`src/rtl/id_stage.sv`:
```
// -----------------------------------------------------------------------------
// id_stage
//
// Decode / operand-fetch stage sitting directly in front of execute/memory.
// Takes a 16-bit instruction and its PC from fetch over a valid/ready
// handshake, decodes the fields, reads operands from the 8x16 register file
// (written by writeback) and presents a registered ID/EX bundle to execute.
// Load-use hazards insert exactly one bubble; an execute redirect (flush)
// squashes the incoming instruction and loads a bubble instead.
//
// Ports
//   clk            rising-edge clock
//   rst            asynchronous active-low reset
//   if_valid/_ready/_inst/_pc   fetch handshake, instruction word and PC
//   flush          execute redirect, kills incoming instruction
//   ex_stall       execute cannot accept, hold the whole bundle
//   wb_regwrite/_waddr/_wdata   register file write port
//   ex_*           registered decode bundle for execute
// -----------------------------------------------------------------------------
module id_stage #(
  parameter int NREGS = 8,
  parameter int PCW   = 32
) (
  input  logic           clk,
  input  logic           rst,
  input  logic           if_valid,
  output logic           if_ready,
  input  logic [15:0]    if_inst,
  input  logic [PCW-1:0] if_pc,
  input  logic           flush,
  input  logic           ex_stall,
  input  logic           wb_regwrite,
  input  logic [2:0]     wb_waddr,
  input  logic [15:0]    wb_wdata,
  output logic           ex_valid,
  output logic [15:0]    ex_reg1data,
  output logic [15:0]    ex_reg2data,
  output logic [7:0]     ex_jtarget,
  output logic [7:0]     ex_idata,
  output logic [5:0]     ex_memaddr,
  output logic [4:0]     ex_boffset,
  output logic [2:0]     ex_funct,
  output logic [1:0]     ex_op,
  output logic [1:0]     ex_shamt,
  output logic [2:0]     ex_rd,
  output logic           ex_bne,
  output logic           ex_jr,
  output logic           ex_jmp,
  output logic           ex_memread,
  output logic           ex_memwrite,
  output logic           ex_memenable,
  output logic           ex_memselect,
  output logic           ex_datamemwrite,
  output logic [PCW-1:0] ex_pc
);

  typedef struct packed {
    logic           valid;
    logic [15:0]    reg1data;
    logic [15:0]    reg2data;
    logic [7:0]     jtarget;
    logic [7:0]     idata;
    logic [5:0]     memaddr;
    logic [4:0]     boffset;
    logic [2:0]     funct;
    logic [1:0]     op;
    logic [1:0]     shamt;
    logic [2:0]     rd;
    logic           bne;
    logic           jr;
    logic           jmp;
    logic           memread;
    logic           memwrite;
    logic           memenable;
    logic           memselect;
    logic           datamemwrite;
    logic [PCW-1:0] pc;
  } bundle_t;

  logic [15:0] rf_q [NREGS];

  bundle_t bundle_q;
  bundle_t bundle_d;
  bundle_t decBundle;
  bundle_t nopBundle;

  logic [2:0]  rsAddr;
  logic [2:0]  rtAddr;
  logic [15:0] rsData;
  logic [15:0] rtData;
  logic        hazard;

  // Register file write port. Contents are deliberately not reset; r0 is
  // never written so it can be treated as a constant zero on the read side.
  always_ff @(posedge clk) begin
    if (wb_regwrite && (wb_waddr != 3'd0)) begin
      rf_q[wb_waddr] <= wb_wdata;
    end
  end

  // Source register addresses. A source that the instruction does not use is
  // forced to r0, so its operand reads as zero and it can never match a
  // pending load destination in the hazard check.
  always_comb begin
    rsAddr = 3'd0;
    rtAddr = 3'd0;
    case (if_inst[15:14])
      2'b00: begin
        rsAddr = if_inst[10:8];
        rtAddr = if_inst[7:5];
      end
      2'b01: begin
        rsAddr = if_inst[10:8];
      end
      2'b10: begin
        // Stores read their data register through the rs port.
        if (if_inst[13]) begin
          rsAddr = if_inst[12:10];
        end
      end
      default: begin
        if (if_inst[13:11] == 3'b000) begin
          rsAddr = if_inst[10:8];
          rtAddr = if_inst[7:5];
        end else if (if_inst[13:11] == 3'b010) begin
          rsAddr = if_inst[10:8];
        end
      end
    endcase
  end

  // Combinational reads with write-through bypass from writeback.
  always_comb begin
    rsData = 16'h0000;
    if (rsAddr != 3'd0) begin
      if (wb_regwrite && (wb_waddr == rsAddr)) begin
        rsData = wb_wdata;
      end else begin
        rsData = rf_q[rsAddr];
      end
    end
  end

  always_comb begin
    rtData = 16'h0000;
    if (rtAddr != 3'd0) begin
      if (wb_regwrite && (wb_waddr == rtAddr)) begin
        rtData = wb_wdata;
      end else begin
        rtData = rf_q[rtAddr];
      end
    end
  end

  // Field decode of the incoming instruction into a full bundle.
  always_comb begin
    decBundle          = '0;
    decBundle.valid    = 1'b1;
    decBundle.pc       = if_pc;
    decBundle.reg1data = rsData;
    decBundle.reg2data = rtData;
    decBundle.op       = if_inst[15:14];
    case (if_inst[15:14])
      2'b00: begin
        decBundle.rd    = if_inst[13:11];
        decBundle.shamt = if_inst[4:3];
        decBundle.funct = if_inst[2:0];
      end
      2'b01: begin
        decBundle.funct = if_inst[13:11];
        decBundle.rd    = if_inst[10:8];
        decBundle.idata = if_inst[7:0];
      end
      2'b10: begin
        decBundle.rd       = if_inst[12:10];
        decBundle.memaddr  = if_inst[5:0];
        decBundle.memread  = ~if_inst[13];
        decBundle.memwrite = if_inst[13];
      end
      default: begin
        decBundle.funct = if_inst[13:11];
        case (if_inst[13:11])
          3'b000: begin
            decBundle.bne     = 1'b1;
            decBundle.boffset = if_inst[4:0];
          end
          3'b001: begin
            decBundle.jmp     = 1'b1;
            decBundle.jtarget = if_inst[7:0];
          end
          3'b010: begin
            decBundle.jr = 1'b1;
          end
          default: begin
          end
        endcase
      end
    endcase
    decBundle.memenable    = decBundle.memread | decBundle.memwrite;
    decBundle.memselect    = decBundle.memread | decBundle.memwrite;
    decBundle.datamemwrite = decBundle.memwrite;
  end

  // Bubble: op=11/funct=111 keeps execute from writing back; PC is kept.
  always_comb begin
    nopBundle       = '0;
    nopBundle.op    = 2'b11;
    nopBundle.funct = 3'b111;
    nopBundle.pc    = bundle_q.pc;
  end

  // A held load whose destination feeds a used source of the incoming
  // instruction cannot be forwarded in time; the bubble it causes clears
  // ex_valid, so the hazard lasts exactly one cycle.
  always_comb begin
    hazard = 1'b0;
    if (if_valid && bundle_q.valid && bundle_q.memread && (bundle_q.rd != 3'd0)) begin
      hazard = (bundle_q.rd == rsAddr) || (bundle_q.rd == rtAddr);
    end
  end

  assign if_ready = rst & ~ex_stall & ~hazard & ~flush;

  // Next bundle: stall holds everything, then flush, hazard and an empty
  // fetch slot all load a bubble, otherwise the decoded instruction.
  always_comb begin
    bundle_d = bundle_q;
    if (ex_stall) begin
      bundle_d = bundle_q;
    end else if (flush || hazard || !if_valid) begin
      bundle_d = nopBundle;
    end else begin
      bundle_d = decBundle;
    end
  end

  always_ff @(posedge clk or negedge rst) begin
    if (!rst) begin
      bundle_q       <= '0;
      bundle_q.op    <= 2'b11;
      bundle_q.funct <= 3'b111;
    end else begin
      bundle_q <= bundle_d;
    end
  end

  assign ex_valid        = bundle_q.valid;
  assign ex_reg1data     = bundle_q.reg1data;
  assign ex_reg2data     = bundle_q.reg2data;
  assign ex_jtarget      = bundle_q.jtarget;
  assign ex_idata        = bundle_q.idata;
  assign ex_memaddr      = bundle_q.memaddr;
  assign ex_boffset      = bundle_q.boffset;
  assign ex_funct        = bundle_q.funct;
  assign ex_op           = bundle_q.op;
  assign ex_shamt        = bundle_q.shamt;
  assign ex_rd           = bundle_q.rd;
  assign ex_bne          = bundle_q.bne;
  assign ex_jr           = bundle_q.jr;
  assign ex_jmp          = bundle_q.jmp;
  assign ex_memread      = bundle_q.memread;
  assign ex_memwrite     = bundle_q.memwrite;
  assign ex_memenable    = bundle_q.memenable;
  assign ex_memselect    = bundle_q.memselect;
  assign ex_datamemwrite = bundle_q.datamemwrite;
  assign ex_pc           = bundle_q.pc;

endmodule

```
`config.mk`:
```
export PLATFORM = sky130hd
export DESIGN_NAME = id_stage
export DESIGN_NICKNAME = d
export VERILOG_FILES = /design/src/rtl/id_stage.sv
export SDC_FILE = /design/constraint.sdc
export NUM_CORES = 1
export LEC_CHECK = 0
export ABC_AREA = 1
export CELL_PAD_IN_SITES_DETAIL_PLACEMENT = 1
export CELL_PAD_IN_SITES_GLOBAL_PLACEMENT = 1
export CORE_UTILIZATION = 48
export DETAILED_ROUTE_END_ITERATION = 6
export DONT_BUFFER_PORTS = 1
export PLACE_DENSITY = 0.82
export SLEW_MARGIN = 20
export SYNTH_ARGS = -nofsm -noshare
export SYNTH_HDL_FRONTEND = slang
export SYNTH_SLANG_ARGS = --single-unit
```
`constraint.sdc`:
```
create_clock -name clk -period 2.5 [get_ports clk]
set_input_delay 0.5 -clock clk [delete_from_list [all_inputs] [get_ports clk]]
set_output_delay 0.5 -clock clk [all_outputs]
set_load 0.01 [all_outputs]
```
==> reports/qor_table.md <==
| Item | Reported |
| --- | --- |
| Synthesis-to-layout area growth | 13.1% |
| X dimension of the die | 158 µm |
| Final net count | 1481 |
| Status | finished with violations |
| CP max-delay cell | dfrtp_2 |
| Overall track demand over capacity in global routing | 31.3% |
| Async set-reset flop share out of synthesis | 45.8% |
| Sequence of cells on the critical path | inv_2 > nand3_1 > nand2_1 > inv_1 > nand3_1 > nand2_1 > nand2_2 > nand3_1 > nor2_2 |
| Mean area per synthesized cell | 8.40 µm² |
| Worst-Margin Slew | 0.711 ns |
| Final TNS setup | 0 ns |
| Die Height | 158 µm |
| Rel. slew slack | 52.6% |
| Total congestion overflow | 0 |
| Required @ worst endpoint | 2.00 ns |
| Max-slew violations | 0 |
| Critical Path AT | 1.90 ns |
| Violated checks | hold timing |
| Mapped cell area | 11700 µm² |
| DR WL/cell | 22.1 µm |
| Cells on worst reg2reg path | 11 |
| Library cell appearing most often on the critical path | nand3_1 |
| Launch instance of the worst register-to-register path | ex_rd[1] |
| Setup slack on the worst flop-to-flop path | 0.61 ns |
| Number of I/O port buffers | 0 |
| Vias after detailed routing | 10.1k |
| Maximum buffer depth of the clock tree | 3 |
| End of the worst register-to-register path | ex_op[0] |
| Rows | 56 |
| Count of antenna diodes in the layout | 0 |
| Portion of the post-synthesis area used by sequential elements | 56.1% |
| Number of synthesized flops with an enable pin | 128 |
| CP peak stage delay | 0.46 ns |
| Final-report setup violation count | 0 |
| Filler Cells Inserted | 2853 |
| Floorplan die area | 24900 µm² |
| Largest delay share family, worst path | simple AND/OR/NAND/NOR gates |
| Final GP Congestion | 0.919 |
| First-pass GRT wire length | 59400 µm |
| Number of buffers added by the clock tree synthesis step | 26 |
| Largest net degree at the start of global routing | 110 |
| Power density over the cells | 771 nW/µm² |
| Number of clock sinks | 236 |
| Iter 0 DRT Violations | 970 |
| Warnings, synthesis | 0 |
| Maximum clock frequency | 0.416 GHz |
| TritonCTS clock tree | yes |
| FF+latch count, synth | 236 |
| Clk Tree Root Cell | clkbuf_16 |
| Number of global-route vias before repair | 10.6k |
| Design Power | 10.2 mW |
| Synth cell types | 35 |
| Final-layout worst hold slack | -0.325 ns |
| Core footprint | 23700 µm² |
| Proportion of netlist area held by the largest area contributor | 32.9% |
| Endpoints failing hold | 108 |
| Number of antenna violations at the first check in global routing | 1 |
| Count of TritonRoute iterations in the first routing pass | 5 |
| Post-route DRC violation count | 0 |
| Average vias per placed instance | 5.79 |
| Min cycle time layout | 2.40 ns |
| Fraction of layout cells with a size suffix above 1 | 9.10% |
| HPWL reported at the end of detailed placement | 25700 µm |
| Critical Path Sink Type | output port |
| Buffer and inverter count on the worst path | 2 |
| Initial standard-cell utilization of the core | 49.3% |
| Worst-skew pair later-pin latency | 0.55 ns |
| Clock transition at the register clock pins on the worst setup and hold paths after CTS | 0.06 ns |
| Worst hold-check path type | in2async |
| Final standard cell utilization of the core | 55.7% |
| H-tree levels | 1 |
| Kind of critical path | reg2out |
| Area contributors post-synth | edfxtp_1, dfrtp_1, nand2_1 |
| Post-synth top area cell | edfxtp_1 |
| Max-cap violation count | 0 |
| Final ANT Viol Nets | 0 |
| Kind of launch point of the worst setup path | flop |
| Count of boundary I/O pins | 184 |
| Main flop type after synthesis | edfxtp_1 |
| Setup Skew | 0.0244 ns |
| Instance count of the mapped netlist | 1390 |
| DRT Wirelength | 38700 µm |
| CP Max Fanout | 6 |
| Leakage | 6.35 nW |
| Worst IR drop on VDD | 0.658 mV |
| Setup repair after global routing missed its margin | false |
| Final Cycle Share | 96.2% |
==> logic make-up after synthesis <==
family	synth area share, %
AOI/OAI and AO/OA	6.36
DFF	56.1
buffers and inverters	8.20
other	0.0321
and+or+nand+nor	29.3
==> layout make-up <==
type	instances	area [µm²]	share of cell area (%)
timing repair buffer	52	453	3.43
multi-input combinational	939	4240	32.1
clock buffer	39	771	5.84
inverter	153	574	4.35
clock inverter	9	210	1.59
sequential	236	6560	49.7
tap	319	399	3.02
==> stage by stage <==
stage	instances	area [µm²]	worst slack, ns
2_1_floorplan	1405	11700	0.322
3_3_place_gp	1699	12200	0.224
3_5_place_dp	1699	12200	0.121
4_1_cts	1747	13200	0.0153
5_1_grt	1747	13200	0.00450
6_report	1747	13200	0.0962
==> cells in the mapped netlist, types with 2 or more instances <==
library cell,n
nand2_1,500
nand3_1,254
inv_1,148
edfxtp_1,128
dfrtp_1,103
o21ai_1,54
o21bai_1,41
buf_2,36
nor2_1,25
clkbuf_1,23
buf_1,9
o21ai_0,9
nand2_2,8
buf_4,5
dfstp_2,5
o22ai_1,5
buf_6,4
inv_2,4
nor2_2,4
a221oi_1,3
nand4_1,3
o21ai_2,3
nand3b_1,2
nand4_2,2
nor3_1,2
==> power breakdown <==
part           internal (mW)  leakage, nW  switching [mW]
sequential              4.34         2.60           0.220
clock                   2.75        0.477            1.62
combinational          0.391         3.27           0.844
total                   7.49         6.35            2.69
==> worst max-delay path by stage <==
stage / startpoint / end / slack, ns / cells after the start
2_1_floorplan: if_inst[15] / if_ready / 0.32 / 12
3_3_place_gp: if_inst[14] / if_ready / 0.22 / 12
3_5_place_dp: if_inst[14] / ex_reg1data[10] / 0.12 / 14
4_1_cts: ex_rd[1] / if_ready / 0.02 / 9
5_1_grt: ex_rd[1] / if_ready / 0.005 / 9
6_report: ex_rd[1] / if_ready / 0.1 / 9
==> flip-flops by register name, indices dropped and copies added (netlist names) <==
signal	count
rf_q	128
ex_pc	32
ex_reg1data	16
ex_reg2data	16
ex_idata	8
ex_jtarget	8
ex_memaddr	6
ex_boffset	5
ex_funct	3
ex_rd	3
ex_op	2
ex_shamt	2
ex_bne	1
ex_jmp	1
ex_jr	1
ex_memenable	1
ex_memread	1
ex_memwrite	1
ex_valid	1
==> layout by cell type, fill, tap and decap left out, types with 6 or more instances in the layout <==
master,instances
clkbuf_16,27
dfrtp_1,100
inv_1,147
o21bai_1,41
o21ai_0,9
clkbuf_1,7
conb_1,16
buf_4,47
bufinv_16,6
nor2_1,24
nand2_2,9
nand3_1,254
nand2_1,499
o21ai_1,54
edfxtp_1,128
==> timing repair <==
action | in CTS | in global routing
endpoints found under the setup margin | 1 | 1
pin swaps | 0 | 0
gates resized for setup | 1 | 4
hold endpoints to repair | 108 | 108
setup buffers | 0 | 0
==> routing by layer <==
layer  wire [µm]  global-route usage (%)  vias to the layer above
li1            -                       -                     4533
met1       15800                    41.5                     5036
met2       18300                    50.5                      448
met3        3390                    6.82                      102
met4        1210                    10.8                        0
met5           0                       0                        -
Power figures use the tool's default switching activity.
